## src/rtl/motion_sequencer.sv

```systemverilog
// Command-level motion controller: takes one wheel-motion command at a time and ramps
// the left/right PWM speed and direction channels through RAMP_UP, RUN and RAMP_DN.
module motion_sequencer #(
  parameter int MAX_SPEED = 11000,
  parameter int RAMP_DIV  = 1100,
  parameter int RAMP_STEP = 550,
  parameter int TICK_DIV  = 50000
) (
  input  logic        clk,
  input  logic        rst_n,
  input  logic        cmd_valid,
  output logic        cmd_ready,
  input  logic [2:0]  cmd_op,
  input  logic [13:0] cmd_speed,
  input  logic [15:0] cmd_dur,
  input  logic        abort,
  input  logic        estop,
  output logic [13:0] speed_l,
  output logic [13:0] speed_r,
  output logic        dir_l,
  output logic        dir_r,
  output logic        busy,
  output logic        done
);
  localparam int RW = (RAMP_DIV > 1) ? $clog2(RAMP_DIV) : 1;
  localparam int TW = (TICK_DIV > 1) ? $clog2(TICK_DIV) : 1;
  localparam logic [RW-1:0] RAMP_LAST = RW'(RAMP_DIV - 1);
  localparam logic [TW-1:0] TICK_LAST = TW'(TICK_DIV - 1);
  localparam logic [13:0]   MAX_SPD   = 14'(MAX_SPEED);
  localparam logic [14:0]   STEP      = 15'(RAMP_STEP);

  typedef enum logic [1:0] {ST_IDLE, ST_RAMP_UP, ST_RUN, ST_RAMP_DN} state_e;
  typedef enum logic [2:0] {
    OP_STOP, OP_FWD, OP_REV, OP_SPIN_L, OP_SPIN_R, OP_ARC_L, OP_ARC_R, OP_RSVD
  } op_e;
  typedef struct packed {
    logic        dir;
    logic [13:0] spd;
  } wheel_t;

  // One RAMP_STEP toward tgt in 15-bit arithmetic, landing exactly on tgt.
  function automatic logic [13:0] step_toward(input logic [13:0] cur, input logic [13:0] tgt);
    logic [14:0] c;
    logic [14:0] t;
    logic [14:0] r;
    c = {1'b0, cur};
    t = {1'b0, tgt};
    if (c < t)      r = ((t - c) > STEP) ? c + STEP : t;
    else if (c > t) r = ((c - t) > STEP) ? c - STEP : t;
    else            r = c;
    return 14'(r);
  endfunction

  // A reversing wheel first drains to zero, then spends one strobe flipping direction.
  function automatic wheel_t ramp_wheel(input wheel_t cur, input wheel_t tgt);
    wheel_t nxt;
    nxt = cur;
    if (cur.dir != tgt.dir) begin
      if (cur.spd != 14'd0) nxt.spd = step_toward(cur.spd, 14'd0);
      else                  nxt.dir = tgt.dir;
    end else begin
      nxt.spd = step_toward(cur.spd, tgt.spd);
    end
    return nxt;
  endfunction

  state_e         state_q, state_d;
  logic [RW-1:0]  ramp_cnt_q, ramp_cnt_d;
  logic [TW-1:0]  tick_cnt_q, tick_cnt_d;
  logic [15:0]    dur_cnt_q, dur_cnt_d;
  wheel_t         whl_l_q, whl_l_d, whl_r_q, whl_r_d;
  wheel_t         tgt_l_q, tgt_l_d, tgt_r_q, tgt_r_d;
  logic           done_q, done_d;

  logic           strobe;
  wheel_t         eff_tgt_l, eff_tgt_r;
  logic [13:0]    spd_sat, spd_half;

  assign strobe    = (ramp_cnt_q == RAMP_LAST);
  assign spd_sat   = (cmd_speed > MAX_SPD) ? MAX_SPD : cmd_speed;
  assign spd_half  = spd_sat >> 1;
  assign cmd_ready = (state_q == ST_IDLE) && !estop;

  // In RAMP_DN the targets collapse to zero speed in the current direction.
  assign eff_tgt_l = (state_q == ST_RAMP_DN) ? '{whl_l_q.dir, 14'd0} : tgt_l_q;
  assign eff_tgt_r = (state_q == ST_RAMP_DN) ? '{whl_r_q.dir, 14'd0} : tgt_r_q;

  always_comb begin
    // NOTE: every next-state value is defaulted first so no path through this block infers a latch.
    state_d    = state_q;
    ramp_cnt_d = strobe ? '0 : ramp_cnt_q + RW'(1);
    tick_cnt_d = tick_cnt_q;
    dur_cnt_d  = dur_cnt_q;
    whl_l_d    = whl_l_q;
    whl_r_d    = whl_r_q;
    tgt_l_d    = tgt_l_q;
    tgt_r_d    = tgt_r_q;
    done_d     = 1'b0;

    if (strobe && (state_q == ST_RAMP_UP || state_q == ST_RAMP_DN)) begin
      whl_l_d = ramp_wheel(whl_l_q, eff_tgt_l);
      whl_r_d = ramp_wheel(whl_r_q, eff_tgt_r);
    end

    case (state_q)
      ST_IDLE: begin
        if (cmd_valid && cmd_ready) begin
          state_d   = ST_RAMP_UP;
          dur_cnt_d = cmd_dur;
          case (op_e'(cmd_op))
            OP_FWD:    begin tgt_l_d = '{1'b1, spd_sat};  tgt_r_d = '{1'b1, spd_sat};  end
            OP_REV:    begin tgt_l_d = '{1'b0, spd_sat};  tgt_r_d = '{1'b0, spd_sat};  end
            OP_SPIN_L: begin tgt_l_d = '{1'b0, spd_sat};  tgt_r_d = '{1'b1, spd_sat};  end
            OP_SPIN_R: begin tgt_l_d = '{1'b1, spd_sat};  tgt_r_d = '{1'b0, spd_sat};  end
            OP_ARC_L:  begin tgt_l_d = '{1'b1, spd_half}; tgt_r_d = '{1'b1, spd_sat};  end
            OP_ARC_R:  begin tgt_l_d = '{1'b1, spd_sat};  tgt_r_d = '{1'b1, spd_half}; end
            default:   begin
              tgt_l_d = '{whl_l_q.dir, 14'd0};
              tgt_r_d = '{whl_r_q.dir, 14'd0};
            end
          endcase
        end
      end
      ST_RAMP_UP: begin
        if (abort) begin
          state_d = ST_RAMP_DN;
        end else if (whl_l_q == tgt_l_q && whl_r_q == tgt_r_q) begin
          state_d    = ST_RUN;
          tick_cnt_d = '0;
        end
      end
      ST_RUN: begin
        if (abort || dur_cnt_q == 16'd0) begin
          state_d = ST_RAMP_DN;
        end else if (tick_cnt_q == TICK_LAST) begin
          tick_cnt_d = '0;
          dur_cnt_d  = dur_cnt_q - 16'd1;
        end else begin
          tick_cnt_d = tick_cnt_q + TW'(1);
        end
      end
      ST_RAMP_DN: begin
        tgt_l_d = eff_tgt_l;
        tgt_r_d = eff_tgt_r;
        if (whl_l_q.spd == 14'd0 && whl_r_q.spd == 14'd0) begin
          state_d = ST_IDLE;
          done_d  = 1'b1;
        end
      end
      default: state_d = ST_IDLE;
    endcase

    // Emergency stop overrides everything except the held directions.
    if (estop) begin
      state_d     = ST_IDLE;
      whl_l_d.spd = 14'd0;
      whl_r_d.spd = 14'd0;
      done_d      = 1'b0;
    end
  end

  // NOTE: state registers use non-blocking assignments so all flops update together at the edge.
  always_ff @(posedge clk or negedge rst_n) begin
    if (!rst_n) begin
      state_q    <= ST_IDLE;
      ramp_cnt_q <= '0;
      tick_cnt_q <= '0;
      dur_cnt_q  <= '0;
      whl_l_q    <= '{1'b1, 14'd0};
      whl_r_q    <= '{1'b1, 14'd0};
      tgt_l_q    <= '{1'b1, 14'd0};
      tgt_r_q    <= '{1'b1, 14'd0};
      done_q     <= 1'b0;
    end else begin
      state_q    <= state_d;
      ramp_cnt_q <= ramp_cnt_d;
      tick_cnt_q <= tick_cnt_d;
      dur_cnt_q  <= dur_cnt_d;
      whl_l_q    <= whl_l_d;
      whl_r_q    <= whl_r_d;
      tgt_l_q    <= tgt_l_d;
      tgt_r_q    <= tgt_r_d;
      done_q     <= done_d;
    end
  end

  assign speed_l = whl_l_q.spd;
  assign speed_r = whl_r_q.spd;
  assign dir_l   = whl_l_q.dir;
  assign dir_r   = whl_r_q.dir;
  assign busy    = (state_q != ST_IDLE);
  assign done    = done_q;

endmodule
```

## config.mk

```make
export PLATFORM = sky130hd
export DESIGN_NAME = motion_sequencer
export DESIGN_NICKNAME = d
export VERILOG_FILES = /design/src/rtl/motion_sequencer.sv
export SDC_FILE = /design/constraint.sdc
export NUM_CORES = 1
export LEC_CHECK = 0
export BUFFER_PORTS_ARGS = -buffer_cell sky130_fd_sc_hd__buf_2
export CORE_AREA = 2 2 123 155
export CTS_BUF_LIST = sky130_fd_sc_hd__clkbuf_2
export DETAILED_ROUTE_END_ITERATION = 7
export DIE_AREA = 0 0 125 157
export PLACE_DENSITY = 0.78
export RECOVER_POWER = 25
export SETUP_SLACK_MARGIN = 0.15
export SLEW_MARGIN = 10
export SYNTH_ARGS = -nofsm -noshare
export SYNTH_HDL_FRONTEND = slang
export SYNTH_SLANG_ARGS = --single-unit
export TNS_END_PERCENT = 1
```

## constraint.sdc

```tcl
create_clock -name clk -period 6.59 [get_ports clk]
set_input_delay 0.659 -clock clk [delete_from_list [all_inputs] [get_ports clk]]
set_output_delay 0.659 -clock clk [all_outputs]
set_load 0.05 [all_outputs]
```

==> flow_summary.json <==
{
  "rr_worst_depth": 17,
  "fmaxAchievable_mhz": 188.1,
  "area_delta_synth_final_pct": 4.267,
  "hold_path_class": "input port to flip-flop",
  "setup_violations": 0,
  "portBuffers": 70,
  "placedCellCount": 1632,
  "grt_max_degree": 60,
  "grt_use_total_pct": 32.87,
  "endpoint": "speed_r[13]$_DFFE_PN0P_",
  "insertion_delay_ns": 0.67,
  "yosysTopAreaCellShare_pct": 23.72,
  "synth_seq_area_share_pct": 24.69,
  "critPathCaptureType": "flip-flop",
  "synth_ff_type": "dfrtp_1",
  "drv_cap": 2,
  "drtPass1Iterations": 8,
  "grt_first_pass_wirelength_um": 52900,
  "drt_iter0_markers": 1235,
  "worst-r2r-setup-slack_ns": 1.27,
  "rsz0062_at_grt": "no",
  "synth_cell_types": 83,
  "numCtsBuffers": 9,
  "status": "complete, but fails checks",
  "crit_path_frequent_cell": "inv_1",
  "synthSimpleGateAreaFrac_pct": 23.64,
  "cts_resized": 0,
  "post-route-period-util_pct": 80.67,
  "startpoint_type": "flip-flop",
  "crit_start": "state_q[1]$_DFFE_PN0P_",
  "syn_area_per_cell_sq_um": 7.579,
  "power_w": 0.005509,
  "ys_seq_elements": 106,
  "synth.largest_area_cell": "dfrtp_1",
  "violations": "design-rule violations, max-capacitance violations, max-slew violations",
  "peakVddDrop_v": 0.0002799,
  "antenna_found_initial": 1,
  "synthMuxAreaShare_pct": 2.546,
  "p_leak_nw": 5.006,
  "die-width_um": 125,
  "num_io_pins": 71,
  "syn_area_sq_um": 10760,
  "arrival_ns": 5.85,
  "drc": 5,
  "layoutNonFillerInstCount": 1651,
  "worst_pin_slew_ns": 2.625,
  "die_h_um": 157,
  "drive_above_1_share_pct": 8.515,
  "grt-ovfl-total": 0,
  "critPathSlowestCell": "a2111oi_4",
  "synth-xor-area-share_pct": 8.790,
  "synth-compound-area-share_pct": 27.01,
  "synthAdderAreaFrac_pct": 7.232,
  "cts_setup_buffers": 0,
  "syn-num-nets": 1519,
  "fillCellCount": 1662,
  "dieArea_sq_um": 19630,
  "period_minus_slack_ns": 5.316,
  "yosysMostFrequentCell": "nand2_1",
  "worstPathCellList": "ha_1 > inv_1 > nand2_1 > inv_1 > ha_1 > inv_1 > fa_1 > nand3_1 > a21oi_1 > a2111oi_2 > xnor2_1 > a2111o_1 > a2111oi_4 > nor2_1 > a221o_1 > o211ai_1 > a21oi_1",
  "critical_path.max_stage_delay_ns": 0.86,
  "ant_nets": 0,
  "r2r_start": "state_q[1]$_DFFE_PN0P_",
  "clk_pin_slew_ns": 0.34,
  "synth_top_family_by_area": "compound AO/OA/AOI/OAI gates",
  "initial_core_util_pct": 59.69,
  "core_area_sq_um": 18030,
  "relSlewSlack_pct": -74.99,
  "tns_ns": 0,
  "row_count": 55,
  "cts.sinks": 106,
  "globalplace.congestion": 0.9682,
  "cts_root_buf": "clkbuf_2",
  "wl_per_cell_um": 19.84,
  "netlist_top_cells_count": "nand2_1, o21ai_0, nor2_1, a21oi_1, dfrtp_1",
  "reg2reg_to": "speed_r[13]$_DFFE_PN0P_",
  "synth_edf_count": 0,
  "clock_path_buffers": 2,
  "maxSlewViolCount": 49,
  "hold_depth": 3,
  "critPathKind": "flip-flop to flip-flop",
  "fin_skew_ns": 0.04664,
  "viasPerCell": 6.688,
  "required_ns": 7.12,
  "ys_async_sr_fraction_pct": 100.0,
  "routed_wl_um": 32760,
  "postSynthCellCount": 1420,
  "nNetsFinal": 1515,
  "vias": 11040,
  "synth_area_leaders": "dfrtp_1, ha_1, o21ai_0",
  "path_max_fanout": 22,
  "ys_warn_count": 0,
  "pwr_density_cell_nw_per_um2": 491.0,
  "first_global_vias": 10330,
  "place_hpwl_um": 24550,
  "hold_violations": 0,
  "cts_tree": "done",
  "cts_htree_levels": 3
}
-- worst min-delay path by stage --
| stage | to | from | slack (ns) |
|---|---|---|---|
| floorplan | done$_DFF_PN0_ | rst_n | 0.36 |
| global placement | tick_cnt_q[15]$_DFFE_PN0P_ | tick_cnt_q[15]$_DFFE_PN0P_ | 0.47 |
| detailed placement | tick_cnt_q[15]$_DFFE_PN0P_ | tick_cnt_q[15]$_DFFE_PN0P_ | 0.48 |
| CTS | dur_cnt_q[15]$_DFFE_PN0P_ | cmd_dur[15] | 0.18 |
| global route | dur_cnt_q[0]$_DFFE_PN0P_ | cmd_dur[0] | 0.19 |
| finish | dur_cnt_q[6]$_DFFE_PN0P_ | cmd_dur[6] | 0.22 |
-- layout make-up --
class	count	area, sq um	area share, %
diodes	2	5.005	0.04460
clock buffers	9	45.04	0.4014
clock inverters	7	82.58	0.7359
inverters	72	275.3	2.453
multi-input cells	1149	7461	66.49
flip-flops and latches	106	2658	23.68
well taps	228	285.3	2.542
repair buffers	78	409.1	3.646
-- cells by family (layout without fill, tap and decap cells) --
logic type	Yosys count	in the layout
xor+xnor	108	108
simple gates	508	508
fa+ha+maj	61	61
mux	27	27
other cells	0	2
compound gates	445	445
buf+inv	165	166
flops	106	106
-- power by group --
group          switching [W]  internal [W]
registers           0.000351      0.000830
logic                0.00245       0.00153
clock network       0.000260     0.0000970
total                0.00306       0.00245
-- worst max-delay path: cells and delay by family, from the launching register on --
family	cells	cell delay, ns
simple gates	3	0.63
fa+ha+maj	3	0.78
buf+inv	3	0.73
flops	1	0.50
compound gates	7	2.43
xor+xnor	1	0.11
-- through the flow --
| stage | hold slack [ns] | util (%) | setup slack [ns] | area, sq um |
|---|---|---|---|---|
| floorplan | 0.3634 | - | 1.876 | 10760 |
| global placement | 0.4666 | 61.48 | 1.501 | 11080 |
| detailed placement | 0.4753 | 61.48 | 1.445 | 11080 |
| CTS | 0.1790 | 62.24 | 1.386 | 11220 |
| global route | 0.1926 | 62.23 | 0.9351 | 11220 |
| finish | 0.2203 | 62.23 | 1.274 | 11220 |
-- state kept, by name, indices dropped and copies added, names as in the netlist, 2 cells and up --
register,flops
ramp_cnt_q,11
tick_cnt_q,16
speed_r,14
dur_cnt_q,16
state_q,2
tgt_l_q,15
tgt_r_q,15
speed_l,14
-- layout by cell type, fill, tap and decap left out, types with 7 or more instances in the layout --
cell and n:
nor3_1 32, buf_2 69, mux2i_1 24, nor2_1 109
inv_1 71, xor2_1 40, ha_1 59, nand2_1 148
a21oi_1 108, o31ai_1 19, or3_1 12, xnor2_1 68
a211oi_1 13, nand3_1 49, a21o_1 28, nor4_1 15
and3_1 18, a221oi_1 10, and2_1 17, o21ai_0 120
nand4_1 16, clkbuf_2 10, nand2b_1 18, dfrtp_1 102
o211ai_1 7, o22ai_1 20, nor2b_1 14, nor3b_1 20
nand3b_1 7, a31oi_1 24
-- per-layer routing --
metal / GRT usage, % / share of wire (%) / vias to the layer above
met5: 0 / 0 / -
met4: 16.67 / 5.1 / 0
met3: 4.283 / 8.0 / 112
met2: 53.16 / 46 / 587
met1: 43.45 / 41 / 5195
li1: - / - / 5148
-- repair_timing --
item,CTS,global route
endpoints found under the hold margin,43,0
hold buffers,1,0
setup endpoints to repair,0,0
Note: power is estimated with default switching activity, not from simulation.
